## config.mk

```make
export PLATFORM = sky130hd
export DESIGN_NAME = cblock_chain
export DESIGN_NICKNAME = d
export VERILOG_FILES = /design/src/rtl/fpga_cfg_pkg.sv /design/src/rtl/cfg_chain.sv /design/src/rtl/cblock_chain.sv
export SDC_FILE = /design/constraint.sdc
export NUM_CORES = 1
export LEC_CHECK = 0
export BUFFER_PORTS_ARGS = -buffer_cell sky130_fd_sc_hd__buf_2
export CORE_UTILIZATION = 56
export DETAILED_ROUTE_END_ITERATION = 16
export GPL_TIMING_DRIVEN = 0
export PLACE_DENSITY = 0.78
export SKIP_LAST_GASP = 1
export SYNTH_ARGS = -nofsm -noshare
export SYNTH_HDL_FRONTEND = slang
export SYNTH_SLANG_ARGS = --single-unit
```

## constraint.sdc

```tcl
create_clock -name clk -period 1.8 [get_ports clk]
set_input_delay 0.09 -clock clk [delete_from_list [all_inputs] [get_ports clk]]
set_output_delay 0.09 -clock clk [all_outputs]
set_load 0.02 [all_outputs]
```

## src/rtl/fpga_cfg_pkg.sv

```systemverilog
// fpga_cfg_pkg: shared config-chain states and connection-block route selects
package fpga_cfg_pkg;
  typedef enum logic [1:0] {IDLE, LOAD, ARMED} cfg_state_e;
  localparam logic [1:0] RSEL_LEFT = 2'd0;
  localparam logic [1:0] RSEL_UP = 2'd1;
  localparam logic [1:0] RSEL_DOWN = 2'd2;
  localparam logic [1:0] RSEL_ZERO = 2'd3;
endpackage

```

## src/rtl/cfg_chain.sv

```systemverilog
// cfg_chain: serial shadow register with armed/commit handshake into an active register
module cfg_chain
  import fpga_cfg_pkg::*;
#(
  parameter int N = 12
) (
  input  logic         clk,
  input  logic         rst_n,
  input  logic         shift,
  input  logic         din,
  input  logic         commit,
  output logic         dout,
  output logic         armed,
  output logic         valid,
  output logic         err,
  output logic [N-1:0] active
);
  localparam int CW = $clog2(N + 1);
  logic [N-1:0] shadow;
  logic [CW-1:0] count, cnt_inc;
  cfg_state_e state, state_n;
  assign dout = shadow[N-1];
  assign armed = state == ARMED;
  assign cnt_inc = (count == CW'(N)) ? count : count + 1'b1;
  // commit always beats shift; extra shifts while armed just pass bits down the chain
  always_comb begin
    state_n = state;
    if (commit) state_n = (state == ARMED) ? IDLE : state;
    else if (shift && state != ARMED) state_n = (cnt_inc == CW'(N)) ? ARMED : LOAD;
  end
  always_ff @(posedge clk) begin
    if (!rst_n) begin
      shadow <= '0;
      active <= '0;
      count <= '0;
      state <= IDLE;
      valid <= 1'b0;
      err <= 1'b0;
    end else begin
      state <= state_n;
      err <= commit && state != ARMED;
      if (commit && state == ARMED) begin
        active <= shadow;
        valid <= 1'b1;
        count <= '0;
      end else if (shift && !commit) begin
        shadow <= {shadow[N-2:0], din};
        count <= cnt_inc;
      end
    end
  end
endmodule

```

## src/rtl/cblock_chain.sv

```systemverilog
// cblock_chain: W-track mux connection block configured through a daisy-chained scan register
module cblock_chain
  import fpga_cfg_pkg::*;
#(
  parameter int W = 3
) (
  input  logic         clk,
  input  logic         rst_n,
  input  logic         cfg_shift,
  input  logic         cfg_in,
  input  logic         cfg_commit,
  output logic         cfg_out,
  output logic         cfg_armed,
  output logic         cfg_valid,
  output logic         cfg_err,
  input  logic [W-1:0] left_i,
  output logic [W-1:0] right_o,
  input  logic         up_i,
  input  logic         down_i,
  output logic         up_o,
  output logic         down_o
);
  localparam int SELW = $clog2(W + 2);
  localparam int CFG_BITS = 2 * W + 2 * SELW;
  localparam int LX = 1 << SELW;
  logic [CFG_BITS-1:0] active;
  logic [SELW-1:0] up_sel, down_sel;
  logic [LX-1:0] left_x;
  cfg_chain #(.N(CFG_BITS)) u_chain (
    .clk(clk),
    .rst_n(rst_n),
    .shift(cfg_shift),
    .din(cfg_in),
    .commit(cfg_commit),
    .dout(cfg_out),
    .armed(cfg_armed),
    .valid(cfg_valid),
    .err(cfg_err),
    .active(active)
  );
  for (genvar i = 0; i < W; i++) begin : g_r
    logic [1:0] rs;
    assign rs = active[2*i +: 2];
    assign right_o[i] = cfg_valid & (rs == RSEL_LEFT ? left_i[i] : rs == RSEL_UP ? up_i :
                                     rs == RSEL_DOWN ? down_i : 1'b0);
  end
  // zero-padded track vector makes every select above W read 0
  assign left_x = LX'(left_i);
  assign up_sel = active[2*W +: SELW];
  assign down_sel = active[2*W+SELW +: SELW];
  assign up_o = cfg_valid & (up_sel == SELW'(W) ? down_i : left_x[up_sel]);
  assign down_o = cfg_valid & (down_sel == SELW'(W) ? up_i : left_x[down_sel]);
endmodule

```

==> run summary, run 1 <==
Cell Pwr Density = 772 nW/um^2
DRT Pass-1 Iters = 4
cell type with the highest aggregate area in the netlist = dfxtp_1
Max Transition Viols Final = 0
CTS tree = built
multi-input logic area = 749 sq um
Worst slew margin = 70.9%
first-pass GRT wire length = 4.74 mm
fmax = 585 MHz
Yosys cell types = 30
endpoints failing hold = 0
Post-CTS Setup Inserts = 0
post-route setup TNS = 0 ns
HP Class = in2reg
initial antenna violation count = 0
#FFs+latches synth = 32
Port Buffer Count = 17
row cnt = 18
Reg2Reg Depth = 6
met3 Usage GRT = 10.1%
synthesized area = 1450 sq um
slowest cell delay on critical path = 0.42 ns
register area = 643 sq um
fin crit share = 94.9%
CORE AREA = 2450 sq um
Synth Area per Inst = 8.09 sq um
Power Total = 1.29 mW
routed len/inst = 13.0 um
# IOs = 19
Post-synth top cells = 55 x nand2_1, 32 x dfxtp_1, 24 x a21boi_0
final worst hold slack = 0.0175 ns
Post-Route WL = 3.05 mm
Clock transition at path regs = 0.09 ns
part of the power in registers = 56.5%
met1 usage = 26.5%
crit end category = flip-flop
Worst Skew = 0.00649 ns
most frequent cell after synthesis = nand2_1
Root Buffer Master = clkbuf_4
vias = 1268
Max IR drop VDD = 0.000723 V
DRC viols = 0
share of the synthesized area in the top cell type = 44.3%
Total GRT Usage = 24.7%
CP Max Fanout = 7
layout cells sized above 1 = 16.7%
Max Root-Sink Buffers = 2
DR iter-0 viols = 24
EDFF count, synth = 0
Die Footprint = 2790 sq um
worst path required time = 2.02 ns
Die Wd = 52.8 um
DIE HEIGHT = 52.8 um
combinational cell fraction of total power = 8.5%
grt ovf = 0
final RePlAce weighted congestion = 0.772
CP startpoint kind = flip-flop
leakage = 0.605 nW
H-tree depth = 2
Primary FF master, synth = dfxtp_1
worst hold stages = 3
crit path cell chain = inv_1 > ha_1 > and4b_1 > a41oi_2 > a2111oi_4 > o311a_1
Worst-Skew Late Latency = 0.33 ns
maximum capacitance violations = 0
status = finished clean
Worst Tran Pin Value = 0.436 ns
FILL cells = 214
Internal = 982 uW
ant diodes = 0
Seq/Total Area, Yosys = 44.3%
clock sinks = 32
vias per std cell = 5.42
Synth area leaders = dfxtp_1 44%, nand2_1 14%, a21boi_0 12%
synth warn = 0
final number of setup-violating endpoints = 0
total CTS buffers = 5
clock power share = 35.0%
Routed Antenna Nets = 0
Initial Utilization = 59.0%
vias in the first global route = 1130
minimum clock period = 1.71 ns
WS Path Type = reg2reg
Net Switching = 305 uW
routing usage on met2 = 41.4%
largest net degree at the start of global routing = 11
Worst EP arrival = 1.93 ns
Synth async-reset ratio = 0%
post-DP HPWL = 2.24 mm
sw frac = 23.7%
area grow syn2layout = 15.2%
Post-Syn Instances = 179
Post-Syn Nets = 191
CP max stage cell = dfxtp_2
busiest grt layer = met2
Final #Nets = 216
RSZ-0062 raised after global routing = no
## power by group through the flow
| stage | registers (mW) | clock network (mW) | logic [mW] |
|---|---|---|---|
| 5_1_grt | 0.728 | 0.492 | 0.120 |
| 4_1_cts | 0.726 | 0.462 | 0.108 |
| 3_5_place_dp | 0.742 | 0 | 0.106 |
| 6_report | 0.727 | 0.451 | 0.110 |
| 2_1_floorplan | 0.743 | 0 | 0.0678 |
| 3_3_place_gp | 0.741 | 0 | 0.101 |
## logic make-up after synthesis
group | after synthesis | share of synthesized area (%)
fa+ha+maj | 2 | 1.73
xor+xnor | 1 | 0.605
flops | 32 | 44.3
compound gates | 43 | 21.9
buf+inv | 18 | 5.36
simple gates | 78 | 22.7
mux | 5 | 3.46
## metal layers
metal,vias up,routed length (um)
met1,578,1350
met2,28,1480
met5,-,0
li1,655,-
met4,0,83
met3,7,138
## per-stage QoR
step / util (%) / setup WS, ns / cells / cell area, sq um
2_1_floorplan: - / 0.0538 / 179 / 1450
3_3_place_gp: 64.0 / 0.128 / 226 / 1570
3_5_place_dp: 64.0 / 0.0532 / 226 / 1570
4_1_cts: 67.0 / 0.0275 / 234 / 1650
5_1_grt: 67.9 / 0.0302 / 234 / 1670
6_report: 67.9 / 0.0913 / 234 / 1670
## worst paths after layout
| kind | to | slack [ns] | from |
|---|---|---|---|
| min reg2reg | u_chain.active[11] | 0.47 | u_chain.active[11] |
| min | u_chain.shadow[0] | 0.02 | cfg_in |
| max reg2reg | u_chain.state[1] | 0.09 | u_chain.count[0] |
| max | u_chain.state[1] | 0.09 | u_chain.count[0] |
## state kept, by name (all words and copies together), names as in the netlist
name            count
u_chain.shadow     12
u_chain.active     12
u_chain.count       4
u_chain.err         1
u_chain.valid       1
u_chain.state       2
## placed cells by master, fill, tap and decap left out, types with 2 or more instances in the layout
master	synthesis	layout
dfxtp_1	32	30
ha_1	2	2
a21boi_0	24	24
a21oi_1	3	3
nor3_1	2	2
clkbuf_4	0	5
dfxtp_2	0	2
a31oi_1	4	4
nor2_1	10	10
buf_2	5	22
inv_1	8	8
clkbuf_8	0	2
clkbuf_1	4	4
a211oi_1	3	3
mux2i_1	5	5
nand2_1	55	55
o21ai_0	3	3
nor2b_1	3	3
a2111oi_0	2	2
## repair_timing
item	CTS	global route
hold buffers	1	0
gates resized for setup	0	4
hold endpoints to repair	1	0
endpoints found under the setup margin	0	2
## final cells by class
class / instances / area share (%)
flip-flops and latches: 32 / 38.6
plain buffers: 10 / 2.85
inverters: 8 / 1.80
repair buffers: 18 / 5.70
well taps: 30 / 2.25
multi-input cells: 129 / 44.9
clock buffers: 7 / 3.90
## worst max-delay path, delay by kind of cell, from the launching register on
family / cells / cell delay (ns)
AO/OA/AOI/OAI: 3 / 0.66
flip-flops: 1 / 0.42
adder cells (fa/ha/maj): 1 / 0.25
AND/OR/NAND/NOR: 1 / 0.21
buffers and inverters: 1 / 0.06
No activity file was read; power rests on OpenSTA's default activity.
==> inputs of run 2 (changes only) <==
Settings changed: CAP_MARGIN set to 20, CORE_UTILIZATION 56 to 60, PLACE_DENSITY 0.78 to 0.82.
Clock period 1.8 ns to 2.02 ns, I/O delays scaled along.
==> run summary, run 2 (synthesis gave the netlist of run 1 again) <==
status = finished clean
Max Transition Viols Final = 0 (unchanged)
DIE HEIGHT = 51.1 um (-3.3%)
Worst Skew = 0.00566 ns (-0.000834 ns)
final RePlAce weighted congestion = 0.829 (+7.4%)
Worst-Skew Late Latency = 0.35 ns (+0.02 ns)
ant diodes = 0 (unchanged)
final number of setup-violating endpoints = 0 (unchanged)
endpoints failing hold = 0 (unchanged)
minimum clock period = 1.79 ns (+0.0812 ns)
final worst hold slack = 0.0105 ns (-0.00708 ns)
vias = 1303 (+2.8%)
H-tree depth = 2 (unchanged)
worst setup slack after layout = 0.230 ns (+0.139 ns)
Routed Antenna Nets = 0 (unchanged)
fin cells = 233 (-0.43%)
fin area = 1640 sq um (-1.7%)
DRC viols = 0 (unchanged)
fmax = 559 MHz (-4.5%)
CORE AREA = 2230 sq um (-9.0%)
DRT Pass-1 Iters = 6 (+2)
RSZ-0062 raised after global routing = no
vias in the first global route = 1236 (+9.4%)
worst path required time = 2.31 ns (+0.29 ns)
Total GRT Usage = 27.7% (+3.0 points)
row cnt = 17 (-1)
# IOs = 19 (unchanged)
DR iter-0 viols = 40 (+67%)
Max Root-Sink Buffers = 2 (unchanged)
Die Wd = 51.1 um (-3.3%)
FILL cells = 183 (-14%)
CTS resizes = 0 (unchanged)
fin crit share = 88.6% (-6.3 points)
Clock transition at path regs = 0.10 ns (about the same)
final core utilization = 73.4% (+5.4 points)
dpl ws = 0.263 ns (+0.210 ns)
Post-Route WL = 3.21 mm (+5.3%)
area grow syn2layout = 13.2%
Final #Nets = 216 (unchanged)
Worst Tran Pin Value = 0.397 ns (-0.0385 ns)
vias per std cell = 5.59 (+3.2%)
Post-CTS Setup Inserts = 0 (unchanged)
WS Path Type = reg2reg
Placed Area = 1570 sq um (-0.16%)
Cell Pwr Density = 695 nW/um^2 (-10%)
largest net degree at the start of global routing = 11 (unchanged)
maximum capacitance violations = 0 (unchanged)
CTS tree = built
total CTS buffers = 5 (unchanged)
Worst slew margin = 72.8% (+1.9 points)
crit end category = flip-flop
Power Total = 1.14 mW (-12%)
Max IR drop VDD = 0.000595 V (-18%)
routed len/inst = 13.8 um (+5.7%)
HP Class = in2reg
Root Buffer Master = clkbuf_4
CP startpoint kind = flip-flop
initial antenna violation count = 0 (unchanged)
grt ovf = 0 (unchanged)
Initial Utilization = 64.8% (+5.8 points)
first-pass GRT wire length = 5.13 mm (+8.3%)
Worst EP arrival = 2.08 ns (+0.15 ns)
DP Cell Count = 224 (-0.88%)
post-route setup TNS = 0 ns (unchanged)
post-DP HPWL = 2.24 mm (about the same)
most common cell after layout, fill and taps aside = nand2_1
layout cells sized above 1 = 15.6% (-1.1 points)
Port Buffer Count = 17 (unchanged)
CP Max Fanout = 7 (unchanged)
leakage = 0.604 nW (about the same)
Largest regs = u_chain.active: 12 flops, u_chain.shadow: 12 flops, u_chain.count: 4 flops
Die Footprint = 2610 sq um (-6.4%)
most frequent cells in the layout = 55 x nand2_1, 32 x dfxtp_1, 24 x a21boi_0, 22 x buf_2, 10 x nor2_1
clock sinks = 32 (unchanged)
-- run 2: final timing paths --
kind,depth (start not counted),endpoint,start,slack (ns)
hold / removal,3,u_chain.err,cfg_commit,0.01
hold reg to reg,2,u_chain.shadow[11],u_chain.shadow[10],0.49
setup / recovery,6,u_chain.state[1],u_chain.count[0],0.23
setup reg to reg,6,u_chain.state[1],u_chain.count[0],0.23
-- run 2: layout make-up --
cell class | instances | area (sq um) | area share (%)
Tap cell | 28 | 35.0 | 2.14
Multi-Input combinational cell | 129 | 729 | 44.5
Buffer | 10 | 47.5 | 2.90
Timing Repair Buffer | 18 | 95.1 | 5.80
Inverter | 8 | 30.0 | 1.83
Clock buffer | 6 | 51.3 | 3.13
Clock inverter | 2 | 10.0 | 0.611
Sequential cell | 32 | 641 | 39.1
-- run 2: where the power goes --
group / internal [mW] / switching [mW]
Clock: 0.165 / 0.229
Combinational: 0.0385 / 0.0590
Sequential: 0.639 / 0.00752
-- run 2: what timing repair did --
| item | in CTS | in global routing |
|---|---|---|
| hold buffers | 1 | 0 |
| setup endpoints to repair | 0 | 0 |
| endpoints found under the hold margin | 1 | 0 |
-- run 2: metal layers --
metal,up-vias,GRT usage (%),part of all wire [%],routed length [um]
li1,654,-,-,-
met1,610,29.4,43,1370
met2,35,48.2,51,1630
met3,4,6.55,5.3,169
met4,0,18.1,1.2,39
met5,-,0,0,0
-- run 2: critical path: stages, from the launching register on --
cell	delay (ns)
dfxtp_1	0.46
inv_1	0.07
ha_1	0.25
o21ai_0	0.17
nand3_1	0.11
a2111oi_2	0.47
o311a_1	0.21
==> inputs of run 3 (changes only) <==
==> constraint.sdc (replaced) <==
create_clock -name clk -period 2.02 [get_ports clk]
set_input_delay 0.404 -clock clk [delete_from_list [all_inputs] [get_ports clk]]
set_output_delay 0.404 -clock clk [all_outputs]
set_load 0.02 [all_outputs]
==> run summary, run 3 (synthesis gave the netlist of run 1 again) <==
fin crit share = 92.5% (+3.9 points)
Final #Nets = 215 (-0.46%)
area grow syn2layout = 13.1%
CP Max Fanout = 4 (-3)
FILL cells = 173 (-5.5%)
row cnt = 17 (unchanged)
layout cells sized above 1 = 15.8% (+0.15 points)
CP startpoint kind = flip-flop
final RePlAce weighted congestion = 0.891 (+7.5%)
largest net degree at the start of global routing = 11 (unchanged)
register area = 642 sq um (+0.20%)
Worst EP arrival = 1.46 ns (-0.62 ns)
maximum capacitance violations = 0 (unchanged)
Worst slew margin = 71.2% (-1.6 points)
busiest grt layer = met2
WHS Endpoint = u_chain.err
Hold Crit Start = cfg_commit
Max Transition Viols Final = 0 (unchanged)
Worst Skew = 0.00663 ns (+0.000974 ns)
leakage = 0.599 nW (-0.77%)
Port Buffer Count = 17 (unchanged)
vias = 1294 (-0.69%)
HP Class = in2reg
Post-Route WL = 3.09 mm (-3.5%)
R2R Path Start = u_chain.count[1]
Die Wd = 51.1 um (unchanged)
total CTS buffers = 5 (unchanged)
Max Root-Sink Buffers = 2 (unchanged)
status = finished clean
Worst Tran Pin Value = 0.432 ns (+0.0349 ns)
CORE AREA = 2230 sq um (unchanged)
WS Path Type = reg2out
Max IR drop VDD = 0.000475 V (-20%)
worst setup slack after layout = 0.151 ns (-0.0790 ns)
DRT Pass-1 Iters = 4 (-2)
final worst hold slack = 0.337 ns (+0.327 ns)
minimum clock period = 1.87 ns (+0.0790 ns)
worst hold stages = 3 (unchanged)
Post-CTS Setup Inserts = 0 (unchanged)
DRC viols = 0 (unchanged)
Die Footprint = 2610 sq um (unchanged)
Largest regs = u_chain.active: 12 flops, u_chain.shadow: 12 flops, u_chain.count: 4 flops
crit end category = primary output
most common cell after layout, fill and taps aside = nand2_1
worst r2r dst = u_chain.state[1]
Routed Antenna Nets = 0 (unchanged)
Total GRT Usage = 27.7% (about the same)
first-pass GRT wire length = 5.16 mm (+0.55%)
Clock transition at path regs = 0.09 ns (about the same)
most frequent cells in the layout = 55 x nand2_1, 31 x dfxtp_1, 24 x a21boi_0, 22 x buf_2, 10 x nor2_1
routing usage on met2 = 47.1% (-1.1 points)
Worst-Skew Late Latency = 0.33 ns (-0.02 ns)
routed len/inst = 13.4 um (-2.7%)
final core utilization = 73.3% (-0.11 points)
fmax = 535 MHz (-4.2%)
worst path required time = 1.62 ns (-0.69 ns)
vias per std cell = 5.60 (+0.17%)
Reg2Reg Depth = 6 (unchanged)
RSZ-0062 raised after global routing = no
post-DP HPWL = 2.25 mm (+0.43%)
DP Cell Count = 224 (unchanged)
CTS tree = built
Initial Utilization = 64.8% (unchanged)
DR iter-0 viols = 25 (-38%)
grt ovf = 0 (unchanged)
H-tree depth = 2 (unchanged)
R2R Setup Slk = 0.18 ns (-0.05 ns)
fin cells = 231 (-0.86%)
multi-input logic area = 732 sq um (+0.34%)
met3 Usage GRT = 9.82% (+3.3 points)
Cell Pwr Density = 704 nW/um^2 (+1.3%)
dpl ws = 0.274 ns (+0.0116 ns)
met1 usage = 29.3% (-0.17 points)
Root Buffer Master = clkbuf_4
initial antenna violation count = 0 (unchanged)
vias in the first global route = 1231 (-0.40%)
# IOs = 19 (unchanged)
clock sinks = 32 (unchanged)
final number of setup-violating endpoints = 0 (unchanged)
ant diodes = 0 (unchanged)
post-route setup TNS = 0 ns (unchanged)
endpoints failing hold = 0 (unchanged)
DIE HEIGHT = 51.1 um (unchanged)
run 3: changes by cell type in the layout (fill, tap and decap cells not counted):
cell           before  now
a2111oi_0           2    0
a2111oi_1           0    2
clkinv_2            2    0
clkbuf_8            1    2
dfxtp_1            32   31
dfxtp_2             0    1
dlygate4sd3_1       1    0
run 3: per-stage QoR:
step | power (mW) | cell area, sq um
floorplan | 0.723 | 1450
global placement | 0.750 | 1570
detailed placement | 0.756 | 1570
CTS | 1.15 | 1640
global route | 1.19 | 1640
finish | 1.15 | 1640
run 3: area by class of cell:
type | count | share of cell area [%]
clock buffers | 7 | 3.98
plain buffers | 10 | 2.91
well taps | 28 | 2.14
flip-flops and latches | 32 | 39.2
multi-input cells | 129 | 44.7
repair buffers | 17 | 5.20
inverters | 8 | 1.83
run 3: repair_timing:
item,in CTS,in global routing
hold buffers,0,0
resized for setup,0,1
setup endpoints to repair,0,1
run 3: power by group:
part | switching [mW] | leakage, nW | internal [mW]
sequential | 0.00786 | 0.259 | 0.639
clock | 0.212 | 0.0374 | 0.197
combinational | 0.0582 | 0.303 | 0.0374
run 3: worst max-delay path: stages, from the launching register on:
cell and delay [ns]:
dfxtp_1 0.36, nor2b_1 0.13, a211oi_1 0.06, a2111oi_1 0.36, buf_2 0.23
run 3: how the worst max path moves through the flow:
stage          slack, ns              start  depth (start not counted)          endpoint
6_report            0.15  u_chain.active[6]                          4              up_o
5_1_grt             0.02  u_chain.active[6]                          3              up_o
4_1_cts             0.15  u_chain.active[6]                          4              up_o
3_5_place_dp        0.27   u_chain.count[0]                          6  u_chain.state[0]
3_3_place_gp        0.36   u_chain.count[0]                          6  u_chain.state[0]
2_1_floorplan       0.17          left_i[0]                          3            down_o
run 3: metal layers:
metal / up-vias / wire [um]
met3: 12 / 146
met4: 0 / 94
met5: - / 0
met1: 594 / 1360
met2: 36 / 1490
li1: 652 / -
